[config.mk]
export PLATFORM = sky130hd
export DESIGN_NAME = directory_msg_queue
export DESIGN_NICKNAME = d
export VERILOG_FILES = /design/src/rtl/directory_msg_queue.sv
export SDC_FILE = /design/constraint.sdc
export NUM_CORES = 1
export LEC_CHECK = 0
export CAP_MARGIN = 30
export CELL_PAD_IN_SITES_DETAIL_PLACEMENT = 1
export CELL_PAD_IN_SITES_GLOBAL_PLACEMENT = 2
export CORE_MARGIN = 4
export CORE_UTILIZATION = 43
export DETAILED_ROUTE_END_ITERATION = 6
export GPL_TIMING_DRIVEN = 0
export PLACE_DENSITY = 0.8
export SLEW_MARGIN = 10
export SYNTH_ARGS = -nofsm -noshare
export SYNTH_HDL_FRONTEND = slang
export SYNTH_SLANG_ARGS = --single-unit
[constraint.sdc]
create_clock -name clk -period 7.15 [get_ports clk]
set_input_delay 1.0725 -clock clk [delete_from_list [all_inputs] [get_ports clk]]
set_output_delay 1.0725 -clock clk [all_outputs]
set_load 0.03 [all_outputs]
[src/rtl/directory_msg_queue.sv]
// Per-destination message FIFO between the directory request generator and one consumer.
// Holds {operation, addr, data, source} entries and reports occupancy, full and sticky overflow.
module directory_msg_queue #(
    parameter int CL_SIZE = 128,
    parameter int ADDR_W  = 32,
    parameter int DEPTH   = 4
) (
    input  logic                       clk,
    input  logic                       rst,
    input  logic                       alloc,
    input  logic [2:0]                 operation,
    input  logic [ADDR_W-1:0]          addr,
    input  logic [CL_SIZE-1:0]         data,
    input  logic [1:0]                 source,
    output logic                       out_valid,
    input  logic                       out_ready,
    output logic [2:0]                 out_operation,
    output logic [ADDR_W-1:0]          out_addr,
    output logic [CL_SIZE-1:0]         out_data,
    output logic [1:0]                 out_source,
    output logic                       full,
    output logic [$clog2(DEPTH):0]     count,
    output logic                       overflow
);

    localparam int PTR_W = $clog2(DEPTH);
    localparam int CNT_W = PTR_W + 1;
    localparam logic [CNT_W-1:0] DEPTH_C = CNT_W'(DEPTH);

    logic [2:0]         op_mem   [DEPTH];
    logic [ADDR_W-1:0]  addr_mem [DEPTH];
    logic [CL_SIZE-1:0] data_mem [DEPTH];
    logic [1:0]         src_mem  [DEPTH];

    logic [PTR_W-1:0] rptr, wptr;
    logic             real_msg, push, pop, drop;

    assign real_msg = alloc && (operation != 3'd0);
    assign pop      = out_valid && out_ready;
    assign push     = real_msg && ((count < DEPTH_C) || pop);
    assign drop     = real_msg && !push;

    always_ff @(posedge clk or negedge rst) begin
        if (!rst) begin
            rptr     <= '0;
            wptr     <= '0;
            count    <= '0;
            overflow <= 1'b0;
        end else begin
            // DEPTH is a power of two, so pointer overflow is the modulo wrap
            if (push) wptr <= wptr + 1'b1;
            if (pop)  rptr <= rptr + 1'b1;
            case ({push, pop})
                2'b10:   count <= count + 1'b1;
                2'b01:   count <= count - 1'b1;
                default: count <= count;
            endcase
            if (drop) overflow <= 1'b1;
        end
    end

    // Storage is data-only and deliberately left out of reset
    always_ff @(posedge clk) begin
        if (push) begin
            op_mem[wptr]   <= operation;
            addr_mem[wptr] <= addr;
            data_mem[wptr] <= data;
            src_mem[wptr]  <= source;
        end
    end

    assign out_valid     = (count != '0);
    assign full          = (count == DEPTH_C);
    assign out_operation = out_valid ? op_mem[rptr]   : '0;
    assign out_addr      = out_valid ? addr_mem[rptr] : '0;
    assign out_data      = out_valid ? data_mem[rptr] : '0;
    assign out_source    = out_valid ? src_mem[rptr]  : '0;

endmodule

== Word level (Yosys, flattened, before mapping) ==
Memory sizes are Yosys's and may differ from the RTL's.
Cells that the tools add are included.

* Memories kept: 4
* Bits of input ports: 169
* Logic and storage cells: 32
* Latch bits: 0
* Output and inout port bits: 171
* Bits in read-only memories: 0
* RAM bits: 660
* Flip-flop bits (word level): 8

* Multiply operators: 0
* Bitwise logic cells: 0
* Reductions and logical operators: 9
* Muxes and demuxes: 7
* Add/subtract/negate cells: 4
* Order comparisons: 1
* Div/mod/pow operators: 0
* Shift operators: 0
* Equality and inequality tests: 3

{| class="wikitable"
|+ Memory list
! name !! depth !! bits a word !! read ports !! clocked after memory_dff !! write ports !! RTL line !! RTL
|-
| data_mem || 4 || 128 || 1 || 0 || 1 || 32 || <nowiki>logic [CL_SIZE-1:0] data_mem [DEPTH];</nowiki>
|-
| addr_mem || 4 || 32 || 1 || 0 || 1 || 31 || <nowiki>logic [ADDR_W-1:0] addr_mem [DEPTH];</nowiki>
|-
| op_mem || 4 || 3 || 1 || 0 || 1 || 30 || <nowiki>logic [2:0] op_mem [DEPTH];</nowiki>
|-
| src_mem || 4 || 2 || 1 || 0 || 1 || 33 || <nowiki>logic [1:0] src_mem [DEPTH];</nowiki>
|}

{| class="wikitable"
|+ Operator list
! cell !! count
|-
| $mux 128 || 1
|-
| $mux 32 || 1
|-
| $pmux 3 s2 || 1
|-
| $reduce_bool 3->1 || 2
|-
| $add 2x1->2 const B || 2
|-
| $logic_and 1x1->1 || 4
|-
| $add 3x1->3 const B || 1
|-
| $eq 3x3->1 const B || 1
|-
| $lt 3x3->1 const B || 1
|-
| $mux 3 || 1
|-
| $sub 3x1->3 const B || 1
|-
| $eq 2x1->1 const B || 1
|-
| $eq 2x2->1 const B || 1
|-
| $mux 1 || 2
|-
| $mux 2 || 1
|-
| $reduce_bool 2->1 || 1
|-
| $logic_not 1->1 || 1
|-
| $logic_or 1x1->1 || 1
|}

== Depth between registers and ports, before layout ==
* Word-level depth: 6
* Gate-level depth with buffers: 10

== Worst setup path before layout ==
OpenSTA, ideal clock, no wires.

* Kind: in2reg
* Start: input operation[1]
* End: memory addr_mem[0][0] (enable)
* Stages on the path: 4
* Setup time: 0.545 ns
* Buffers on the path: 1
* Slack: 1.278 ns
* Data arrival time: 5.327 ns
* Cells stage by stage: or3_1 > and3_1 > clkbuf_1 > and2_1

* Word-level cells in the longest chain between the ends: 5

{| class="wikitable"
|+ Ends and longest elaborated chain
! what !! RTL line !! RTL
|-
| from (decl) || 11 || <nowiki>input logic [2:0] operation,</nowiki>
|-
| $reduce_bool 3->1 || 38 || <nowiki>assign real_msg = alloc && (operation != 3'd0);</nowiki>
|-
| $logic_and 1x1->1 || 38 ||
|-
| $logic_and 1x1->1 || 40 || <nowiki>assign push = real_msg && ((count < DEPTH_C) || pop);</nowiki>
|-
| $mux 1 || 64 || <nowiki>if (push) begin</nowiki>
|-
| $mux 1 (implied by the code) || 66 || <nowiki>addr_mem[wptr] <= addr;</nowiki>
|-
| to (decl) || 31 ||
|}

Every way passes these cells.

== Final worst setup path ==
* Start: register count[2]
* End: output out_data[33]

* Word-level cells in the longest chain between the ends: 2

{| class="wikitable"
|+ Ends and longest elaborated chain
! what !! RTL line !! RTL
|-
| from (decl) || 22 || <nowiki>output logic [$clog2(DEPTH):0] count,</nowiki>
|-
| from (signal assigned) || 54 || <nowiki>2'b10: count <= count + 1'b1;</nowiki>
|-
| from (signal assigned) || 55 || <nowiki>2'b01: count <= count - 1'b1;</nowiki>
|-
| from (signal assigned) || 56 || <nowiki>default: count <= count;</nowiki>
|-
| $reduce_bool 3->1 || 72 || <nowiki>assign out_valid = (count != '0);</nowiki>
|-
| $mux 128 || 76 || <nowiki>assign out_data = out_valid ? data_mem[rptr] : '0;</nowiki>
|-
| to (decl) || 19 || <nowiki>output logic [CL_SIZE-1:0] out_data,</nowiki>
|}

Every way passes these cells.

==> results by group <==
CTS
  – Post-CTS Hold Fix Bufs: 0
  – Clock transition at path regs: 60 ps
  – Postcts setup bufs: 0
  – H-tree Lvls: 3
  – Inserted Clock Buffers: 72
  – CTS tree: yes
  – Worst skew pair latency: around 590 ps
  – CTS Buffer Depth: 3
  – CTS root buf: clkbuf_16
  – Clock sinks: between 600 and 700
  – CTS resizes: 0

Timing
  – Fmax: 222 MHz
  – Period Utilization, post-route: a little over three fifths
  – Slew margin rel.: 49.3%
  – Unrepaired setup endpoints after global routing: no
  – Fin. Hold Viols: 0
  – Final max-slew violation count: 0
  – Setup violators final: 0
  – Clk_skew: 14.0 ps
  – Worst slew pin tran: 761 ps
  – Final WS setup: 2640 ps
  – Period minus WS final: 4510 ps

Synth
  – Top-area cell type share of the netlist area: between 70% and 80%
  – Post-Syn Instances: 1089
  – Synth top cells by count: 660 x edfxtp_1, 170 x and2_1, 165 x mux4_2
  – Most common cell in the netlist: edfxtp_1
  – Synth warn: 0
  – Syn_area_per_cell: 23.3 um2
  – Largest cells by area after synthesis: edfxtp_1 78%, mux4_2 15%, and2_1 4.2%, dfrtp_1 0.79%, buf_6 0.71%
  – Unique cell type count in the Yosys netlist: 21
  – Netlist area before placement: 25400 um2
  – Post-synth EDFFs: 660
  – Sequential-to-total area share from yosys stat: about 79%
  – Synth Register Bits: ~670
  – Asr flop ratio synth: 1.20%
  – Ys flop type: edfxtp_1
  – Mapped Nets: 1264
  – Post-synth top area cell: edfxtp_1

Outcome
  – Status: finished clean

Detailed routing
  – DRC violations left: 0
  – Routed via count: around 12000
  – DRT Wirelength: 58.1 mm
  – Routed WL per cell: 24.9 um
  – WL met1: 23.5 mm
  – Drt initial violations: 884
  – WL met2: 30.0 mm
  – Max layer used: met5
  – Routed Antenna Nets: 0
  – Met3 wire len: around 3.6 mm
  – First-pass DRT Iterations: 5
  – Via density: 5.24

Worst setup path
  – Most Frequent Cell on Critical Path: clkbuf_1
  – CP cell instances: or3_1 -> clkbuf_1 -> buf_2 -> clkbuf_1 -> and2_1 -> clkdlybuf4s50_1
  – Worst EP arrival: 3440 ps
  – WP buf/inv: 4
  – Nature of the critical path endpoint: output port
  – Worst Setup Start Kind: flip-flop
  – R2R Setup Slk: 4350 ps
  – CP top delay family: buffers and inverters
  – CP Class: flip-flop to output port
  – R2R Path End: data_mem[3][71]
  – Worst Path Required: 6080 ps
  – Crit Path Max Fanout: 10
  – Worst R2R Path Depth: 7
  – R2r startpoint: count[2]
  – Critical-path top delay cell: clkdlybuf4s50_1
  – Crit path largest cell delay: 800 ps

Pwr
  – Pwr Total: 0.0147 W
  – Worst VDD drop: 261 uV
  – Leak: 10.4 nW
  – Cell Pwr Density: 456 nW/um2

Place
  – GPL Wtd Cong: 0.711
  – Dpl hpwl: 37.6 mm
  – DP Worst Slack: 2970 ps
  – Dpl cell area: 30100 um2
  – Inst Count DP: 2208
  – Port bufs: 339

GRT
  – Pin count of the biggest net entering global routing: 48
  – Vias in the first global route: about 14000
  – GRT Residual Overflow: 0
  – GRT Total Usage: 18.5%
  – Initial antenna violation count: 3
  – First-pass GRT wire length: 87.9 mm

Flow run
  – Max cap viols: 0

Floorplanning
  – IO Pins: 340
  – Chip Height: 251 um
  – Initial Util: 43.8%
  – Die Wd: 251 um
  – Core area: 58000 um2
  – Die Area: 63000 um2
  – Row count: 88

Hold path
  – Hold Path Class: flip-flop to flip-flop
  – Hold path cells: 1
  – Hold path startpoint: overflow
  – Worst hold endpoint: overflow

Cells and area
  – Synth-to-Final Area Change: 27.0%
  – Final core utilization: between 50% and 60%
  – Final Instance Count excl. Fillers: 2336
  – Nets: ~1700
  – Layout cells sized above 1: 19.8%
  – Final instance area: 32300 um2
==> placed cells by master (no fill, tap or decap), drive strengths merged <==
cell / synthesis / final
inv: 7 / 11
and3: 2 / 2
mux2: 1 / 1
clkbuf: 21 / 119
nand2b: 1 / 1
diode: 0 / 4
and2: 170 / 170
edfxtp: 660 / 660
mux2i: 1 / 1
bufinv: 0 / 1
nor2: 1 / 1
dfrtp: 8 / 8
ha: 5 / 5
mux4: 165 / 165
clkinvlp: 0 / 1
nand3: 1 / 1
or3: 2 / 2
xor2: 3 / 3
buf: 36 / 51
clkinv: 0 / 20
fa: 1 / 1
clkdlybuf4s50: 0 / 339
xnor2: 3 / 3
a41o: 1 / 1
==> layout make-up <==
type / instances / area, um2
antenna: 4 / 10.0
buffer: 57 / 358
clock buffer: 98 / 1960
clock inverter: 26 / 159
fill: 4963 / 25800
inverter: 7 / 26.3
multi-input combinational: 357 / 5000
sequential: 668 / 20000
tap: 765 / 957
timing repair buffer: 354 / 3770
==> through the flow <==
step,setup TNS (ps),hold slack (ps)
2_1_floorplan,0,534
3_3_place_gp,-1867240,465
3_5_place_dp,0,499
4_1_cts,0,519
5_1_grt,0,542
6_report,0,509
==> how the worst max path moves through the flow <==
stage / start / slack, ps / to / cells after the start
after floorplan: operation[1] / 1280 / addr_mem[0][0] / 4
after global placement: operation[1] / -2890 / data_mem[0][72] / 5
after detailed placement: operation[1] / 2970 / data_mem[3][72] / 8
after CTS: count[2] / 2440 / out_data[33] / 6
after global routing: count[2] / 2320 / out_data[35] / 6
final: count[2] / 2640 / out_data[33] / 6
==> kinds of logic (layout without fill, tap and decap cells) <==
| family | count (synthesis) | in the layout | share of synthesized area [%] |
|---|---|---|---|
| buf+inv | 64 | 542 | 1.51 |
| flops | 668 | 668 | 78.8 |
| mux | 167 | 167 | 14.7 |
| compound gates | 1 | 1 | 0.0394 |
| fa+ha+maj | 6 | 6 | 0.325 |
| xor+xnor | 6 | 6 | 0.207 |
| other cells | 0 | 4 | 0 |
| simple gates | 177 | 177 | 4.35 |
==> routing by layer <==
metal / vias to the layer above / GRT usage [%]
met1: 6493 / 24.3
met3: 66 / 4.37
met4: 2 / 4.83
met2: 349 / 31.5
li1: 5323 / -
met5: - / 0
==> sequential cells by signal (all words and copies together) (netlist names) <==
register  flops
wptr          2
rptr          2
src_mem       8
count         3
addr_mem    128
overflow      1
op_mem       12
data_mem    512
==> power breakdown <==
group | internal, W | switching [W] | leakage [nW]
Combinational | 0.00276 | 0.00345 | 3.27
Clock | 0.00196 | 0.00144 | 1.04
Sequential | 0.00496 | 0.000136 | 6.11
(Power assumes the default switching activity.)
